File: src/rtl/fft_reorder_unload.sv
// fft_reorder_unload: output reorder buffer for the FFT datapath.
// Captures one frame of 2^N_LOG2 samples arriving in bit-reversed index
// order and replays it in natural index order on a valid/ready stream.
//
// Handshake semantics (both ports): a transfer happens on a rising clk edge
// exactly when valid and ready are both high at that edge. A producer keeps
// data stable while valid is high and ready is low; ready never depends on
// valid of the same port.
module fft_reorder_unload #(
  parameter int N_LOG2     = 2,
  parameter int DATA_WIDTH = 8
) (
  input  logic                  clk,
  input  logic                  rst_n,
  input  logic [DATA_WIDTH-1:0] in_data,
  input  logic                  in_valid,
  output logic                  in_ready,
  output logic [DATA_WIDTH-1:0] out_data,
  output logic                  out_valid,
  input  logic                  out_ready,
  output logic                  out_last,
  output logic                  busy
);

  localparam int N = 1 << N_LOG2;
  localparam logic [N_LOG2-1:0] LAST_IDX = N_LOG2'(N - 1);

  // FILL collects a frame, DRAIN replays it; busy mirrors the state so the
  // FSM is directly observable at the port.
  typedef enum logic {
    FILL  = 1'b0,
    DRAIN = 1'b1
  } state_t;

  state_t state;
  state_t state_next;

  logic [N_LOG2-1:0]     wr_idx;
  logic [N_LOG2-1:0]     wr_idx_next;
  logic [N_LOG2-1:0]     rd_idx;
  logic [N_LOG2-1:0]     rd_idx_next;
  logic                  write_en;
  logic [DATA_WIDTH-1:0] mem [N];

  // Bit n of the result is bit N_LOG2-1-n of k.
  function automatic logic [N_LOG2-1:0] rev(input logic [N_LOG2-1:0] k);
    logic [N_LOG2-1:0] r;
    for (int n = 0; n < N_LOG2; n++) begin
      r[n] = k[N_LOG2-1-n];
    end
    return r;
  endfunction

  // A sample is taken only in FILL and never while reset is held, since
  // in_ready is forced low during reset.
  assign write_en = (state == FILL) && in_valid && rst_n;

  // Next-state, counter updates and stream outputs.
  always_comb begin
    state_next  = state;
    wr_idx_next = wr_idx;
    rd_idx_next = rd_idx;
    in_ready    = 1'b0;
    out_valid   = 1'b0;
    out_data    = '0;
    out_last    = 1'b0;
    busy        = 1'b0;
    case (state)
      FILL: begin
        in_ready = rst_n;
        if (write_en) begin
          wr_idx_next = wr_idx + 1'b1;
          if (wr_idx == LAST_IDX) begin
            state_next  = DRAIN;
            rd_idx_next = '0;
          end
        end
      end
      DRAIN: begin
        out_valid = 1'b1;
        out_data  = mem[rd_idx];
        out_last  = (rd_idx == LAST_IDX);
        busy      = 1'b1;
        if (out_ready) begin
          rd_idx_next = rd_idx + 1'b1;
          if (rd_idx == LAST_IDX) begin
            state_next = FILL;
          end
        end
      end
      default: begin
        state_next = FILL;
      end
    endcase
  end

  // State and index registers; reset discards any partial frame.
  always_ff @(posedge clk) begin
    if (!rst_n) begin
      state  <= FILL;
      wr_idx <= '0;
      rd_idx <= '0;
    end else begin
      state  <= state_next;
      wr_idx <= wr_idx_next;
      rd_idx <= rd_idx_next;
    end
  end

  // Sample storage: scatter on write by reversed index, so a linear read
  // yields natural order. Contents are intentionally not reset.
  always_ff @(posedge clk) begin
    if (write_en) begin
      mem[rev(wr_idx)] <= in_data;
    end
  end

endmodule

File: config.mk
export PLATFORM = sky130hd
export DESIGN_NAME = fft_reorder_unload
export DESIGN_NICKNAME = d
export VERILOG_FILES = /design/src/rtl/fft_reorder_unload.sv
export SDC_FILE = /design/constraint.sdc
export NUM_CORES = 1
export LEC_CHECK = 0
export BUFFER_PORTS_ARGS = -buffer_cell sky130_fd_sc_hd__buf_2
export CORE_MARGIN = 2
export CORE_UTILIZATION = 59
export DETAILED_ROUTE_END_ITERATION = 10
export PLACE_DENSITY = 0.91
export SETUP_SLACK_MARGIN = 0.3
export SYNTH_ARGS = -nofsm -noshare
export SYNTH_HDL_FRONTEND = slang
export SYNTH_SLANG_ARGS = --single-unit
File: constraint.sdc
create_clock -name clk -period 3.3 [get_ports clk]
set_clock_uncertainty 0.1 [all_clocks]
set_input_delay 0.33 -clock clk [delete_from_list [all_inputs] [get_ports clk]]
set_output_delay 0.33 -clock clk [all_outputs]
set_load 0.02 [all_outputs]
## Word level (Yosys, flattened, before mapping)

Memory sizes are Yosys's and may differ from the RTL's. A register that Yosys moved wholly into a read port is not among the register bits.
Cells that the tools add are included.

| operators by class | value |
|---|---|
| add/sub/neg operators | 2 |
| eq/ne operators | 5 |
| mux-type cells | 17 |
| bitwise logic cells | 1 |
| reduce and logical (&&, ||, !) cells | 4 |

Operator list:

| kind | count |
|---|---|
| $mux 2 | 5 |
| $mux 1 | 9 |
| $mux 8 | 1 |
| $add 2x1->2 const B | 2 |
| $eq 2x2->1 const B | 2 |
| $ne 2x2->1 const B | 2 |
| $pmux 2 s2 | 1 |
| $reduce_and 3->1 | 1 |
| $logic_and 1x1->1 | 2 |
| $ne 2x1->1 const B | 1 |
| $pmux 1 s2 | 1 |
| $reduce_and 2->1 | 1 |
| $not 1->1 | 1 |

| storage, ports and cells | value |
|---|---|
| register bits | 5 |
| bits in writable memories | 32 |
| input bits | 12 |
| output and inout port bits | 12 |
| word-level logic and storage cells | 33 |
| memories | 1 |

Memory list:

| name | words | bits a word | read ports | clocked after Yosys merged registers in | write ports | line | source |
|---|---|---|---|---|---|---|---|
| mem | 4 | 8 | 1 | 1 | 1 | 43 | `logic [DATA_WIDTH-1:0] mem [N];` |

## Longest topological paths before layout

Gate-level depths: netlist (run 1).

| logic depth | value |
|---|---|
| depth in word-level cells | 7 |
| gate-level depth with buffers | 4 |
| mapped depth without buffers | 4 |

## Worst setup path after synthesis (run 1)

Ideal clock, no wire load.

| timing | value |
|---|---|
| path kind | register -> register |
| from | reg state |
| to | mem mem[3][0], enable pin |
| library setup time | 0.332 ns |
| data arrival time | 1.259 ns |
| data required time | 2.868 ns |
| setup slack | 1.609 ns |
| cell stages (with the launch flop) | 4 |
| path buffers | 1 |
| period minus slack after synthesis | 1.691 ns |
| cell sequence | dfxtp_1 -> buf_6 -> nor2b_1 -> and3_1 |

| between the ends | value |
|---|---|
| cells in the longest elaborated chain, start to end | 5 |

RTL lines:

| item | line | source |
|---|---|---|
| from (decl) | 35 | `state_t state;` |
| from (signal assigned) | 104 | `state <= state_next;` |
| $not 1->1 (no source line) | n/a |  |
| $logic_and 1x1->1 (2 in series) | 56 | `assign write_en = (state == FILL) && in_valid && rst_n;` |
| $mux 1 | 113 | `if (write_en) begin` |
| $mux 1 (implied by the code) | 114 | `mem[rev(wr_idx)] <= in_data;` |
| to (decl) | 43 |  |

Every way passes these cells.

==> flow_metrics.py, run 1 <==
metrics = {
    "routing": {
        "average_wire_length_per_cell_after_detail_routing_um": 16.1,
        "drc_errors": 0,
        "vias": 879,
        "drt_wl_total_um": 2530,
        "ant_nets": 0,
        "drt_first_pass_iters": 4,
        "drt-initial-drc-count": 37,
        "drt-vias-per-instance": 5.60,
    },
    "cts": {
        "cts_buffer_depth": 2,
        "cts_buffers": 5,
        "clock_sinks": 39,
        "cts.hold.buffers_added": 0,
        "tritoncts_clock_tree": "built",
        "h-tree-depth": 2,
        "cts_post_setup_buffers_inserted": 0,
        "clock_insertion_delay_worst_skew_ns": 0.33,
        "cts-root-buf": "clkbuf_4",
        "cts.clk_slew.worst_paths_ns": 0.10,
        "post_cts_resized": 0,
    },
    "critical_path": {
        "worstPathCellList": "mux2i_1 > o22ai_1 > buf_2",
        "critical_path.startpoint_type": "flop",
        "timing.rr.end": "mem[1][5]$_DFFE_PP_",
        "cpMaxStageDelayCell": "dfxtp_1",
        "setup.worst_path.class": "reg -> out",
        "end_kind": "primary output",
        "timing.reg2reg.worst_path_depth": 2,
        "slowest_delay_ns": 0.93,
        "crit_path_max_fanout": 16,
        "worstPathArrival_ns": 1.88,
        "rrSetupSlack_ns": 1.75,
        "cp_data_required_time_ns": 2.87,
        "worst_r2r_startpoint": "state$_SDFF_PN0_",
    },
    "logic_synthesis": {
        "ys_types": 24,
        "mean_post_synth_cell_area_um2": 15.8,
        "post_synth_inst_count": 102,
        "postSynthRegisterBits": 39,
        "synthesis.yosys.warnings": 0,
        "syn_area_um2": 1610,
        "synth_sequential_area_ratio": 0.683,
        "syn-num-nets": 119,
    },
    "grt": {
        "grt.overflow.total": 0,
        "grt_start_max_net_pins": 17,
        "first_global_vias": 869,
        "antenna_found_initial": 0,
        "grt_use_total": 0.178,
        "first_pass_grt_wire_length_um": 4030,
    },
    "finish": {
        "layout.cells.most_common_list": "edfxtp_1 (32), buf_2 (23), mux2i_1 (17), o22ai_1 (8), dfxtp_1 (7)",
        "insertedDiodeCount": 0,
        "syn_to_final_growth_pct": 8.92,
        "final_common_cell": "edfxtp_1",
        "final_net_count": 143,
        "final_layout_size_suffix_gt1_frac": 0.236,
    },
    "timing": {
        "max_slew_margin": 0.394,
        "clock.fmax_mhz": 432,
        "final_hold_viol_count": 0,
        "fin_setup_tns_ns": 0,
        "holdWs_ns": 0.107,
        "period_share": 0.701,
        "tightest_slew_ns": 0.908,
        "grt_setup_unrepaired": "no",
        "slew_viol_final": 0,
        "setup_viol_count_final": 0,
        "finalWorstPathRequiredPeriod_ns": 2.31,
    },
    "floorplan": {
        "die_width_um": 56.3,
        "floorplan.initialDensity": 0.634,
        "die_y_um": 56.3,
        "die-area_um2": 3170,
        "num_rows": 18,
        "core-area_um2": 2540,
        "io_pins": 24,
    },
    "power_and_ir_drop": {
        "vdd_ir_drop_max_uv": 313,
        "power_density_nw_per_um2": 464,
        "lkg_pwr_nw": 0.644,
    },
    "placement": {
        "place.detailed.hpwl_um": 1750,
        "total_of_buffers_placed_on_input_and_output_ports": 23,
        "routabilityCongestion": 0.752,
    },
    "outcome": {
        "outcome": "complete, no violations",
    },
    "hold_path": {
        "min_delay_worst_endpoint": "mem[2][1]$_DFFE_PP_",
        "min-delay-path-class": "in -> reg",
        "hp-start": "in_data[1]",
        "timing.hold.worst_path_depth": 1,
    },
    "flow_run": {
        "drv_cap": 0,
    },
}
-- where the power goes --
part / internal (mW) / switching (mW) / total [mW]
registers: 0.547 / 0.00571 / 0.552
logic: 0.0181 / 0.0276 / 0.0457
clock network: 0.0789 / 0.138 / 0.217
-- layout make-up --
class / count / area [um2]
clock buffer: 6 / 41.3
clock inverter: 2 / 7.51
fill: 181 / 788
inverter: 2 / 7.51
multi-input combinational: 55 / 447
sequential: 39 / 1100
tap: 30 / 37.5
timing repair buffer: 23 / 115
-- kinds of logic after synthesis --
family | after synthesis | synth area share
AO/OA/AOI/OAI | 15 | 0.0613
XOR/XNOR | 1 | 0.00543
adder cells (fa/ha/maj) | 5 | 0.0388
buffers and inverters | 8 | 0.0403
flip-flops | 39 | 0.683
multiplexers | 17 | 0.106
AND/OR/NAND/NOR | 17 | 0.0659
-- critical path, delay by kind of cell, from the launching register on --
kind | cells | cell delay, ns
AOI/OAI and AO/OA | 1 | 0.20
buffers and inverters | 1 | 0.20
DFF | 1 | 0.93
muxes | 1 | 0.22
-- per-stage QoR --
stage / power [mW] / instance area [um2] / util / setup WS [ns] / instances
2_1_floorplan: 0.591 / 1610 / - / 1.61 / 102
3_3_place_gp: 0.606 / 1710 / 0.671 / 1.46 / 149
3_5_place_dp: 0.610 / 1710 / 0.671 / 1.36 / 149
4_1_cts: 0.819 / 1760 / 0.690 / 0.967 / 157
5_1_grt: 0.852 / 1760 / 0.690 / 0.855 / 157
6_report: 0.815 / 1760 / 0.690 / 0.988 / 157
-- flip-flops by register name, summed over array words and instances (netlist names), named ones only --
| register | cells |
|---|---|
| rd_idx | 2 |
| state | 1 |
| wr_idx | 2 |
| mem | 32 |
-- synthesized netlist by cell type --
cell       n  area share
inv_1      2      0.0047
buf_4      1      0.0047
mux2i_1   17        0.11
nand3b_1   1      0.0047
a21boi_1   4       0.019
buf_12     1       0.012
nor2b_4    1      0.0085
o21ai_1    2      0.0062
o22ai_1    8       0.031
edfxtp_1  32        0.60
nor2_1     1      0.0023
and2_1     2      0.0078
and2b_1    1      0.0047
and3_1     4       0.016
nor2b_1    2      0.0078
nand2_1    2      0.0047
ha_1       5       0.039
clkbuf_1   2      0.0047
xnor2_1    1      0.0054
nand3_1    2      0.0062
a21oi_2    1      0.0054
buf_6      2       0.014
nand2b_1   1      0.0039
dfxtp_1    7       0.087
-- layer usage --
metal	vias to the layer above	global-route usage	routed length (um)
met2	19	0.292	1330
met1	421	0.194	1020
met4	0	0.0884	29
met5	-	0	0
li1	435	-	-
met3	4	0.0806	143
-- how the worst max path moves through the flow --
stage	slack [ns]	cells after the start	from	endpoint
6_report	0.99	3	flop	out_data[6]
5_1_grt	0.85	3	flop	out_data[6]
4_1_cts	0.97	3	flop	out_data[6]
3_5_place_dp	1.36	3	flop	out_data[6]
3_3_place_gp	1.46	3	flop	out_data[2]
2_1_floorplan	1.61	3	state$_SDFF_PN0_	mem[3][0]$_DFFE_PP_
Power figures use the tool's default switching activity.
==> run 2: changes to the inputs <==
--- a/config.mk
+++ b/config.mk
@@ -7,9 +7,9 @@
 export LEC_CHECK = 0
 export BUFFER_PORTS_ARGS = -buffer_cell sky130_fd_sc_hd__buf_2
 export CORE_MARGIN = 2
-export CORE_UTILIZATION = 59
+export CORE_UTILIZATION = 50
 export DETAILED_ROUTE_END_ITERATION = 10
-export PLACE_DENSITY = 0.91
+export PLACE_DENSITY = 0.83
 export SETUP_SLACK_MARGIN = 0.3
 export SYNTH_ARGS = -nofsm -noshare
 export SYNTH_HDL_FRONTEND = slang
==> constraint.sdc (replaced) <==
create_clock -name clk -period 2.05 [get_ports clk]
set_clock_uncertainty 0.1 [all_clocks]
set_input_delay 0.205 -clock clk [delete_from_list [all_inputs] [get_ports clk]]
set_output_delay 0.205 -clock clk [all_outputs]
set_load 0.02 [all_outputs]
==> run 2 against run 1 <==
Sequential power increased by 61%. Hold slack worse by 0.059 ns. Total power is 95% higher. Via count increased by 3.6%. Design area grew 10%. Global-route usage shrank 1.4 points. Non-clock buffer count rose by 9. Critical path depth unchanged. Worst setup slack got worse by 0.60 ns. Critical path type unchanged. Sequential share of layout area decreased by 5.6 points.
==> flow_metrics.py, run 2 (synthesized netlist as in run 1, its figures left out) <==
metrics = {
    "cts": {
        "cts.clk_slew.worst_paths_ns": 0.11,
        "h-tree-depth": 2,
        "clock_insertion_delay_worst_skew_ns": 0.34,
        "cts-root-buf": "clkbuf_4",
        "clock_sinks": 39,
        "cts_buffer_depth": 2,
        "tritoncts_clock_tree": "built",
        "cts_buffers": 5,
        "cts_post_setup_buffers_inserted": 0,
    },
    "critical_path": {
        "setup.worst_path.class": "reg -> out",
        "timing.reg2reg.worst_path_depth": 2,
        "end_kind": "primary output",
        "worst_r2r_startpoint": "state$_SDFF_PN0_",
        "worstPathArrival_ns": 1.36,
        "slowest_delay_ns": 0.45,
        "timing.rr.end": "mem[0][5]$_DFFE_PP_",
        "cpMaxStageDelayCell": "dfxtp_4",
        "cp_data_required_time_ns": 1.75,
        "worst_setup_path_startpoint": "state$_SDFF_PN0_",
        "worstPathCellList": "nand2b_2 > o22ai_1 > buf_2",
        "crit_path_max_fanout": 12,
        "rrSetupSlack_ns": 0.55,
        "critical_path.startpoint_type": "flop",
    },
    "grt": {
        "first_global_vias": 905,
        "first_pass_grt_wire_length_um": 4020,
        "grt_start_max_net_pins": 17,
        "grt_use_total": 0.164,
        "antenna_found_initial": 0,
        "grt.overflow.total": 0,
    },
    "timing": {
        "grt_setup_unrepaired": "no",
        "slew_viol_final": 0,
        "finalWorstPathRequiredPeriod_ns": 1.66,
        "clock.fmax_mhz": 602,
        "max_slew_margin": 0.701,
        "setup_viol_count_final": 0,
        "final_hold_viol_count": 0,
        "fin_setup_tns_ns": 0,
        "tightest_slew_ns": 0.449,
        "period_share": 0.810,
    },
    "finish": {
        "largest_register_ff_count": 32,
        "seq_area_um2": 1110,
        "final_layout_size_suffix_gt1_frac": 0.272,
        "insertedDiodeCount": 0,
        "reg_top3": "mem: 32 flops, rd_idx: 2 flops, wr_idx: 2 flops",
        "final_common_cell": "edfxtp_1",
        "layout.cells.most_common_list": "edfxtp_1 (32), buf_2 (23), mux2i_1 (17), o22ai_1 (8), dlygate4sd3_1 (8)",
        "syn_to_final_growth_pct": 20.1,
        "postLayoutCoreUtil": 0.634,
        "multi_input_comb_area_um2": 452,
        "final_net_count": 152,
        "max_flop_register": "mem",
        "fill_cells": 249,
    },
    "routing": {
        "vias": 911,
        "drt-vias-per-instance": 5.06,
        "drt-initial-drc-count": 16,
        "drt_wl_total_um": 2640,
        "drt_first_pass_iters": 4,
        "ant_nets": 0,
        "average_wire_length_per_cell_after_detail_routing_um": 14.7,
        "drc_errors": 0,
    },
    "hold_path": {
        "min_delay_worst_endpoint": "state$_SDFF_PN0_",
        "min-delay-path-class": "in -> reg",
        "timing.hold.worst_path_depth": 3,
        "hp-start": "rst_n",
    },
    "floorplan": {
        "core-area_um2": 3050,
        "die-area_um2": 3700,
        "num_rows": 20,
        "io_pins": 24,
        "die_width_um": 60.8,
        "die_y_um": 60.8,
        "floorplan.initialDensity": 0.528,
    },
    "placement": {
        "routabilityCongestion": 0.670,
        "place.detailed.hpwl_um": 1630,
        "total_of_buffers_placed_on_input_and_output_ports": 23,
    },
    "power_and_ir_drop": {
        "power_density_nw_per_um2": 821,
        "lkg_pwr_nw": 0.714,
        "vdd_ir_drop_max_uv": 443,
    },
    "outcome": {
        "outcome": "complete, no violations",
    },
    "flow_run": {
        "drv_cap": 0,
    },
}
-- run 2: cell count changes in the layout (fill, tap and decap cells not counted), sizes merged --
cell         delta
dlygate4sd3     +8
bufinv          +2
clkinv          -2
buf             +1
-- run 2: worst max-delay path, delay by kind of cell (launching register included) --
| family | cells | cell delay (ns) |
|---|---|---|
| buffers and inverters | 1 | 0.19 |
| AND/OR/NAND/NOR | 1 | 0.17 |
| AO/OA/AOI/OAI | 1 | 0.21 |
| flip-flops | 1 | 0.45 |
-- run 2: power by group --
group / switching [mW] / internal [mW]
Clock: 0.233 / 0.381
Sequential: 0.00993 / 0.879
Combinational: 0.0469 / 0.0393
Total: 0.290 / 1.30
-- run 2: worst max-delay path by stage --
stage	end	slack (ns)	cells past startpoint
after floorplan	mem[3][0]$_DFFE_PP_	0.36	3
after global placement	out_data[3]	0.48	3
after detailed placement	out_data[0]	0.42	3
after CTS	out_data[7]	0.32	4
after global routing	out_data[3]	0.31	3
final	out_data[0]	0.39	3
-- run 2: layout make-up --
| cell class | count | share of cell area |
|---|---|---|
| Timing Repair Buffer | 32 | 0.111 |
| Tap cell | 44 | 0.0284 |
| Sequential cell | 39 | 0.571 |
| Clock inverter | 2 | 0.0310 |
| Multi-Input combinational cell | 55 | 0.233 |
| Inverter | 2 | 0.00388 |
| Clock buffer | 6 | 0.0213 |
-- run 2: repair_timing --
item | in CTS | in global routing
endpoints found under the hold margin | 32 | 0
setup endpoints to repair | 8 | 8
hold buffers | 8 | 0
gates resized for setup | 5 | 3
-- run 2: stage by stage --
stage          setup WS, ns  cells  total power, mW  hold WS [ns]  instance area [um2]
5_1_grt               0.307    180             1.64        0.0461                 1940
3_3_place_gp          0.481    164            0.977         0.318                 1730
2_1_floorplan         0.359    102            0.951         0.204                 1610
3_5_place_dp          0.421    164            0.982         0.320                 1730
4_1_cts               0.323    180             1.60        0.0275                 1930
6_report              0.389    180             1.59        0.0473                 1940
-- run 2: metal layers --
layer  global-route usage  part of all wire  vias to the layer above
li1                     -                 -                      449
met1                0.178              0.42                      438
met2                0.266              0.52                       20
met3               0.0725             0.040                        4
met4               0.0994             0.018                        0
met5                    0                 0                        -
